[src/rtl/alu_writeback_stage.sv]
// ALU writeback stage: a 2-entry skid FIFO between the ALU and the register-file
// write port. The branch decision is made when an entry is captured. When an entry
// leaves the FIFO it updates the committed status flags, the sticky overflow bit and
// the saturating overflow counter.
//
// state | meaning
// ------+---------------------------------------------
// EMPTY | no entries held; out_valid=0, in_ready=1
// ONE   | one entry held; out_valid=1, in_ready=1
// FULL  | two entries held; out_valid=1, in_ready=0
module alu_writeback_stage #(
    parameter int DATA_W    = 32,
    parameter int REG_AW    = 5,
    parameter int OVF_CNT_W = 8
) (
    input  logic                 clk,
    input  logic                 reset,
    input  logic                 in_valid,
    output logic                 in_ready,
    input  logic [DATA_W-1:0]    alu_out,
    input  logic                 zero,
    input  logic                 negative,
    input  logic                 overflow,
    input  logic                 equal_to,
    input  logic                 less_than,
    input  logic                 greater_than,
    input  logic [REG_AW-1:0]    dest_reg,
    input  logic                 wr_en,
    input  logic                 is_branch,
    input  logic [2:0]           cond,
    input  logic                 clr_ovf,
    output logic                 out_valid,
    input  logic                 out_ready,
    output logic [DATA_W-1:0]    out_result,
    output logic [REG_AW-1:0]    out_dest,
    output logic                 out_wr_en,
    output logic                 out_taken,
    output logic [5:0]           status_flags,
    output logic                 sticky_ovf,
    output logic [OVF_CNT_W-1:0] ovf_count
);

    // Entry layout: {result, dest, wr_en, taken, flags{gt,lt,eq,ovf,neg,zero}}
    localparam int ENTRY_W = DATA_W + REG_AW + 8;

    typedef enum logic [1:0] {
        EMPTY = 2'd0,
        ONE   = 2'd1,
        FULL  = 2'd2
    } state_t;

    state_t                        state_q, state_d;
    logic   [1:0][ENTRY_W-1:0]     ent_q, ent_d;
    logic                          wr_ptr_q, wr_ptr_d;
    logic                          rd_ptr_q, rd_ptr_d;
    logic   [5:0]                  status_q, status_d;
    logic                          sticky_q, sticky_d;
    logic   [OVF_CNT_W-1:0]        cnt_q, cnt_d;

    logic                          push;
    logic                          pop;
    logic                          taken;
    logic   [5:0]                  in_flags;
    logic   [ENTRY_W-1:0]          in_entry;
    logic   [ENTRY_W-1:0]          head;

    // Handshake flags come from the registered state only, so there is no
    // combinational path from out_ready to in_ready.
    always_comb begin
        in_ready  = (state_q != FULL);
        out_valid = (state_q != EMPTY);
        push      = in_valid & in_ready;
        pop       = out_valid & out_ready;
    end

    // Branch condition is evaluated on the incoming flags at capture time.
    always_comb begin
        taken = 1'b0;
        case (cond)
            3'b000:  taken = 1'b0;
            3'b001:  taken = equal_to;
            3'b010:  taken = ~equal_to;
            3'b011:  taken = less_than;
            3'b100:  taken = greater_than;
            3'b101:  taken = less_than | equal_to;
            3'b110:  taken = greater_than | equal_to;
            default: taken = 1'b1;
        endcase
        taken    = taken & is_branch;
        in_flags = {greater_than, less_than, equal_to, overflow, negative, zero};
        in_entry = {alu_out, dest_reg, wr_en & ~is_branch, taken, in_flags};
    end

    // Occupancy FSM, storage write and pointer advance.
    always_comb begin
        state_d  = state_q;
        ent_d    = ent_q;
        wr_ptr_d = wr_ptr_q ^ push;
        rd_ptr_d = rd_ptr_q ^ pop;
        if (push) begin
            ent_d[wr_ptr_q] = in_entry;
        end
        case (state_q)
            EMPTY: if (push) state_d = ONE;
            ONE: begin
                if (push && !pop)      state_d = FULL;
                else if (pop && !push) state_d = EMPTY;
            end
            FULL:  if (pop) state_d = ONE;
            default: state_d = EMPTY;
        endcase
    end

    // Head entry drives the writeback port directly from storage.
    always_comb begin
        head       = ent_q[rd_ptr_q];
        out_result = head[ENTRY_W-1 -: DATA_W];
        out_dest   = head[REG_AW+7 -: REG_AW];
        out_wr_en  = head[7];
        out_taken  = head[6];
    end

    // Commit-side status. A pop carrying overflow wins over a same-cycle clear,
    // leaving the counter at one rather than zero.
    always_comb begin
        status_d = status_q;
        sticky_d = sticky_q;
        cnt_d    = cnt_q;
        if (clr_ovf) begin
            sticky_d = 1'b0;
            cnt_d    = '0;
        end
        if (pop) begin
            status_d = head[5:0];
            if (head[2]) begin
                sticky_d = 1'b1;
                if (clr_ovf)            cnt_d = OVF_CNT_W'(1);
                else if (cnt_q != '1)   cnt_d = cnt_q + OVF_CNT_W'(1);
            end
        end
    end

    always_comb begin
        status_flags = status_q;
        sticky_ovf   = sticky_q;
        ovf_count    = cnt_q;
    end

    // State register; reset discards all entries and clears committed status.
    always_ff @(posedge clk or posedge reset) begin
        if (reset) begin
            state_q  <= EMPTY;
            ent_q    <= '0;
            wr_ptr_q <= 1'b0;
            rd_ptr_q <= 1'b0;
            status_q <= '0;
            sticky_q <= 1'b0;
            cnt_q    <= '0;
        end else begin
            state_q  <= state_d;
            ent_q    <= ent_d;
            wr_ptr_q <= wr_ptr_d;
            rd_ptr_q <= rd_ptr_d;
            status_q <= status_d;
            sticky_q <= sticky_d;
            cnt_q    <= cnt_d;
        end
    end

endmodule
[config.mk]
export PLATFORM = sky130hd
export DESIGN_NAME = alu_writeback_stage
export DESIGN_NICKNAME = d
export VERILOG_FILES = /design/src/rtl/alu_writeback_stage.sv
export SDC_FILE = /design/constraint.sdc
export NUM_CORES = 1
export LEC_CHECK = 0
export BUFFER_PORTS_ARGS = -buffer_cell sky130_fd_sc_hd__buf_2
export CAP_MARGIN = 20
export CORE_MARGIN = 2
export CORE_UTILIZATION = 30
export CTS_CLUSTER_SIZE = 28
export DETAILED_ROUTE_END_ITERATION = 8
export HOLD_SLACK_MARGIN = 0.08
export PLACE_DENSITY_LB_ADDON = 0.08
export SLEW_MARGIN = 20
export SYNTH_ARGS = -nofsm -noshare
export SYNTH_HDL_FRONTEND = slang
export SYNTH_SLANG_ARGS = --single-unit
[constraint.sdc]
create_clock -name clk -period 9.2 [get_ports clk]
set_clock_uncertainty 0.05 [all_clocks]
set_input_delay 1.38 -clock clk [delete_from_list [all_inputs] [get_ports clk]]
set_output_delay 1.38 -clock clk [all_outputs]
set_load 0.03 [all_outputs]
Yosys cells after proc, flatten, opt, wreduce, memory -nomap -nowiden
Cells that the tools add are included.
W data, S select, Z words.
{"block": "word_totals", "output_inout_bits": 56, "input_bits": 53, "wordCells": 63, "register_bits": 109}
{"block": "op_classes", "n_lt_le_gt_ge": 3, "n_reduce_logical": 9, "addsub": 1, "eq_ne": 13, "bitwise": 10, "mux": 19}
{"cell": "$mux W45", "n": 3}
{"cell": "$bwmux W90", "n": 1}
{"cell": "$demux W45 S1", "n": 1}
{"cell": "$mux W8", "n": 5}
{"cell": "$eq A3 B3 Y1 const B", "n": 3}
{"cell": "$add A8 B1 Y8 const B", "n": 1}
{"cell": "$mux W2", "n": 4}
{"cell": "$ne A8 B8 Y1 const B", "n": 1}
{"cell": "$pmux W1 S7", "n": 1}
{"cell": "$eq A3 B2 Y1 const B", "n": 2}
{"cell": "$ne A2 B2 Y1 const B", "n": 3}
{"cell": "$pmux W2 S3", "n": 1}
{"cell": "$and A1 B1 Y1", "n": 4}
{"cell": "$lt A1 B2 Y1 const B", "n": 2}
{"cell": "$eq A3 B1 Y1 const B", "n": 1}
{"cell": "$logic_and A1 B1 Y1", "n": 3}
{"cell": "$logic_not A3 Y1", "n": 1}
{"cell": "$mux W1", "n": 3}
{"cell": "$ne A3 B3 Y1 const B", "n": 1}
{"cell": "$reduce_and A3 Y1", "n": 1}
{"cell": "$eq A2 B1 Y1 const B", "n": 1}
{"cell": "$eq A2 B2 Y1 const B", "n": 1}
{"cell": "$logic_not A1 Y1", "n": 2}
{"cell": "$logic_not A2 Y1", "n": 1}
{"cell": "5 further kinds", "n": 8}

Logic depth before layout (Yosys ltp)
Gate-level depths: netlist of run 1.
{"block": "logic_depth", "word_depth": 7, "ltp_mapped": 6, "mapped_depth_nobuf": 5}

Worst setup path after synthesis of run 1
OpenSTA, ideal clock, no wires.
{"block": "synth_timing", "path_kind": "input-to-reg", "start": "input port in_valid", "end": "register ent_q[45] (netlist name)", "arrival_ps": 2634, "path_buffers": 2, "cell_stages": 5, "setup_ps": 125, "required_ps": 9025, "slack_ps": 6391, "path_cell_list": "and2_1 > ha_1 > clkbuf_1 > buf_1 > mux2_2"}
{"block": "synth_via", "elab_chain_len": 1}
{"item": "from (decl)", "line_no": "18", "source": "input logic in_valid,"}
{"item": "$and A1 B1 Y1", "line_no": "72", "source": "push = in_valid & in_ready;"}
{"item": "to (signal assigned)", "line_no": "161", "source": "ent_q <= ent_d;"}
{"item": "to (decl)", "line_no": "53", "source": "logic [1:0][ENTRY_W-1:0] ent_q, ent_d;"}
No other way between the ends.
A chain may end at the register's enable or synchronous reset.

Final worst setup path of run 1
{"block": "layout_timing", "start": "register rd_ptr_q", "end": "output port out_dest[2]"}
{"block": "layout_via", "elab_chain_len": 2}
{"item": "from (decl)", "line_no": "55", "source": "logic rd_ptr_q, rd_ptr_d;"}
{"item": "from (signal assigned)", "line_no": "163", "source": "rd_ptr_q <= rd_ptr_d;"}
{"item": "$mux W45 (implied by the code) (2 in series)", "line_no": "116", "source": "head = ent_q[rd_ptr_q];"}
{"item": "to (decl)", "line_no": "35", "source": "output logic [REG_AW-1:0] out_dest,"}
No other way between the ends. The select of a mux whose other input is x is not followed.

==> results of run 1 <==
==> logic make-up after synthesis <==
| logic type | after synthesis | synth area share |
|---|---|---|
| flip-flops | 109 | 0.537 |
| AND/OR/NAND/NOR | 41 | 0.0429 |
| AO/OA/AOI/OAI | 28 | 0.0348 |
| XOR/XNOR | 1 | 0.00173 |
| multiplexers | 136 | 0.301 |
| buffers and inverters | 62 | 0.0749 |
| adder cells (fa/ha/maj) | 3 | 0.00740 |
==> layout by cell type, fill, tap and decap left out, drive strengths merged, types with 3 or more instances in the layout <==
| master | n |
|---|---|
| bufinv | 3 |
| clkbuf | 9 |
| or3 | 3 |
| nor3 | 3 |
| o21ai | 9 |
| inv | 9 |
| mux2 | 130 |
| nand2 | 14 |
| nand3 | 6 |
| ha | 3 |
| dfrtp | 109 |
| mux2i | 6 |
| a21oi | 7 |
| nand2b | 3 |
| buf | 113 |
==> power groups by stage <==
stage                     clock network [mW]  logic [mW]  registers, mW
final                                  0.442        1.04          0.824
after global routing                   0.485        1.11          0.857
after CTS                              0.463        1.06          0.828
after detailed placement                   0        1.06          0.838
after global placement                     0        1.05          0.827
after floorplan                            0       0.961          0.821
==> metrics by stage <==
step / instance area, um^2 / cells / utilization / power (mW)
after global placement: 5580 / 658 / 0.337 / 1.87
after detailed placement: 5590 / 659 / 0.337 / 1.90
after CTS: 5920 / 674 / 0.357 / 2.35
final: 5920 / 674 / 0.357 / 2.30
after global routing: 5920 / 674 / 0.357 / 2.45
after floorplan: 5080 / 380 / - / 1.78
==> metal layers <==
metal | vias to the layer above | routed length, um | GRT usage
met5 | - | 8 | 0
met4 | 2 | 211 | 0.0556
met3 | 15 | 433 | 0.0280
met2 | 58 | 5350 | 0.214
met1 | 1523 | 4640 | 0.153
li1 | 1442 | - | -
==> sequential cells by signal (all words and copies together), names as in the netlist <==
signal,flops
ovf_count,8
status_flags,6
state_q,2
wr_ptr_q,1
sticky_ovf,1
ent_q,90
rd_ptr_q,1
==> layout make-up <==
cell class	instances	area [um^2]
Fill cell	1663	10700
Sequential cell	109	2730
Multi-Input combinational cell	209	1970
Timing Repair Buffer	113	578
Tap cell	220	275
Clock buffer	9	225
Clock inverter	6	111
Inverter	8	32.5
==> how the worst max path moves through the flow <==
stage,end,cells after the start,slack [ps],start
CTS,out_result[4],3,5600,rd_ptr_q
global route,out_dest[2],3,5560,rd_ptr_q
global placement,ent_q[35],5,5900,in_valid
floorplan,ent_q[0],1,4900,reset
detailed placement,ent_q[44],5,5860,in_valid
finish,out_dest[2],3,5680,rd_ptr_q
==> worst max-delay path, stage by stage (launching register included) <==
cell	delay (ps)
dfrtp_2	630
buf_4	510
mux2_2	400
buf_2	180
==> results.md, run 1 <==
- Status: finished clean
- Switching power total: 0.879 mW
- First-pass GRT wire length: 17400 um
- Vias in the first global route: 3297
- Synth-to-layout area growth: 16.7%
- ANT cells: 0
- Final period utilization: 0.382
- FF-to-FF Start: state_q[0]
- Setup TNS: 0 ps
- Endpoints failing setup: 0
- Hold Crit Depth: 1
- Initial DRC Count: 101
- Mapped Area: 5080 um^2
- Synth area leaders: dfrtp_1 (54%), mux2_2 (29%), buf_4 (5.6%), mux2i_1 (1.2%), nand2_1 (1.0%)
- Hold path startpoint: sticky_ovf
- Max Cap Violations: 0
- Reg2reg path depth: 5
- Layout cells sized above 1: 0.586
- Crit path launch type: flop
- Post-CTS setup buffer count: 0
- Die Area: 18000 um^2
- Worst relative slew slack: 0.523
- FF+latch count, synth: 109
- P per Cell Area: 389 nW/um^2
- Reg2Reg Setup Slack: 6810 ps
- Worst-Margin Slew: 715 ps
- Most common cell in the netlist: mux2_2
- Routed WL: 10600 um
- CTS tree: yes
- DRC: 0
- Syn Area/Cell: 13.4 um^2
- Peak supply drop: 0.184 mV
- CTS root buffer: clkbuf_16
- Detailed-route via count: 3040
- CTS Buffer Depth: 2
- Via density: 4.51
- Post-Syn Nets: 436
- Sequential Power Share: 0.357
- Area of the core: 16600 um^2
- Post-synth EDFFs: 0
- Unrepaired setup endpoints after global routing: no
- Initial Util: 0.306
- Syn Inst Count: 380
- Die W: 134 um
- Boundary Pins: 109
- Fraction of registers with async set or reset after synthesis: 1.00
- Post-route ant nets: 0
- DR WL/cell: 15.8 um
- Pin count of the biggest net entering global routing: 56
- Worst skew pair latency: 350 ps
- Largest area contributor in the netlist: dfrtp_1
- Fin Hold WS: 426 ps
- Final HPWL DP: 7130 um
- Yosys Warn Count: 0
- Critical path endpoint category: output pin
- Top-area cell type share of the netlist area: 0.537
- CP Max Fanout: 31
- Leakage: 2.65 nW
- R2r endpoint: ent_q[34]
- Setup WS post-layout: 5680 ps
- Pre-antenna DRT Iters: 4
- Rows: 47
- CTS Hold Bufs: 0
- Worst min path class: flop to flop
- Switching share of total power: 0.381
- Maximum clock frequency: 284 MHz
- Unique masters post-synth: 38
- Slew Limit Fails: 0
- Port bufs: 108
- Post_cts resized: 0
- WP data arrival: 2090 ps
- Comb power frac: 0.451
- Worst hold endpoint: sticky_ovf
- Final hold violations: 0
- H-tree Lvls: 3
- Worst Path Required: 7770 ps
- Crit Path Class: flop to output pin
- Clk slew on worst S/H paths: 70 ps
- GPL Wtd Cong: 0.704
- Dpl ws: 5860 ps
- Num CTS Buffers: 9
- Clock power frac: 0.192
- Post-synth top cells: mux2_2 (129), dfrtp_1 (109), buf_4 (38)
- Total track usage: 0.126
- Die Ht: 134 um
- GR Overflow Total: 0
- TritonCTS Sinks: 109
- Initial antenna violation count: 1
- Fin nets: 506
- Int Pwr: 1.43 mW
- Dominant synthesized flop cell: dfrtp_1
- Post-synthesis sequential area ratio: 0.537
- Post-route minimum period: 3520 ps
Power figures use the tool's default switching activity.
==> run 2: changes to the inputs <==
- clock period: 9.2 -> 2.86 ns (I/O delays scaled with it)
==> results.md, run 2 (synthesis gave the netlist of run 1 again) <==
- Status: finished clean
- Cell family with most CP delay: flip-flops
- Setup TNS: 0 ps
- Boundary Pins: 109
- Most frequent cells in the layout: mux2_2 (129), dfrtp_1 (108), buf_2 (108), nand2_1 (14)
- Finished Cell Area: 6000 um^2
- Maximum clock frequency: 405 MHz
- Peak supply drop: 0.450 mV
- Routed WL: 10700 um
- Max Cap Violations: 0
- Port bufs: 108
- H-tree Lvls: 3
- Clk slew on worst S/H paths: 70 ps
- Reg2Reg Setup Slack: 880 ps
- CP Max Fanout: 25
- Post-CTS setup buffer count: 0
- Initial Util: 0.306
- Post-route ant nets: 0
- Initial antenna violation count: 1
- CTS Hold Bufs: 0
- Top reg by flops: ent_q
- Final HPWL DP: 7360 um
- GPL Wtd Cong: 0.723
- Num CTS Buffers: 9
- Post-Place Cells: 663
- CTS Buffer Depth: 2
- Worst relative slew slack: 0.433
- Worst Path Required: 2380 ps
- Worst path cell trace: buf_12 > mux2_2 > buf_2
- Non-Filler Instances: 679
- Unrepaired setup endpoints after global routing: no
- Slew Limit Fails: 0
- Initial DRC Count: 111
- Slowest CP cell: dfrtp_2
- Die W: 134 um
- Critical Path Max Stage Delay: 790 ps
- Crit path launch type: flop
- Buffers plus inverters on the worst setup path: 2
- WP data arrival: 1990 ps
- DR WL/cell: 15.7 um
- Die Ht: 134 um
- Critical path endpoint category: output pin
- TritonCTS Sinks: 109
- Post-route minimum period: 2470 ps
- Vias in the first global route: 3429
- Total track usage: 0.127
- Layout cells sized above 1: 0.587
- Detailed-route via count: 3083
- Commonest non-fill, non-tap cell in the layout: mux2_2
- Final hold violations: 0
- Leakage: 2.69 nW
- Worst min path class: primary input to asynchronous set/reset pin
- Largest register FFs: 90
- DRC: 0
- Via density: 4.54
- Die Area: 18000 um^2
- Rows: 47
- CTS root buffer: clkbuf_16
- CTS tree: yes
- Worst skew pair latency: 350 ps
- GR Overflow Total: 0
- Post_cts resized: 0
- Synth-to-layout area growth: 18.2%
- Area of the core: 16600 um^2
- Pin count of the biggest net entering global routing: 45
- First-pass GRT wire length: 17500 um
- Fin nets: 510
- Pre-antenna DRT Iters: 4
- Worst-Margin Slew: 849 ps
- Endpoints failing setup: 0
- Final Core Density: 0.362
- Final period utilization: 0.862
- Crit Path Class: flop to output pin
- Placed cell area: 5640 um^2
- P per Cell Area: 1250 nW/um^2
-- run 2: worst paths after layout --
path | start | endpoint | cells past startpoint
max | rd_ptr_q | out_result[28] | 3
min | reset | ent_q[86] | 2
max reg2reg | rd_ptr_q | ovf_count[6] | 4
min reg2reg | status_flags[4] | status_flags[4] | 2
max in group asynchronous | reset | ent_q[47] | 3
min in group clk | out_ready | state_q[1] | 2
-- run 2: report_power, final --
part           switching [mW]  internal (mW)  leakage (nW)  total (mW)
logic                    1.82           1.49          1.21        3.32
clock network           0.549          0.939         0.173        1.49
registers               0.434           2.27          1.31        2.70
total                    2.81           4.70          2.69        7.50
-- run 2: routing by layer --
| metal | GRT usage | up-vias | routed length, um |
|---|---|---|---|
| met3 | 0.0457 | 11 | 607 |
| met5 | 0 | - | 0 |
| met1 | 0.144 | 1558 | 4410 |
| li1 | - | 1453 | - |
| met4 | 0.0351 | 0 | 145 |
| met2 | 0.224 | 61 | 5500 |
-- run 2: stage by stage --
| step | hold slack [ps] | total power, mW | setup slack (ps) |
|---|---|---|---|
| after CTS | 220 | 7.66 | 323 |
| after global routing | 240 | 7.98 | 287 |
| after detailed placement | 415 | 6.13 | 724 |
| after floorplan | 425 | 5.73 | 638 |
| after global placement | 413 | 6.06 | 742 |
| final | 185 | 7.50 | 394 |
-- run 2: final cells by class --
type / count / area [um^2]
Antenna cell: 1 / 2.50
Fill cell: 1704 / 10600
Inverter: 8 / 33.8
Timing Repair Buffer: 117 / 633
Multi-Input combinational cell: 209 / 1970
Clock inverter: 5 / 125
Tap cell: 220 / 275
Sequential cell: 109 / 2730
Clock buffer: 10 / 229
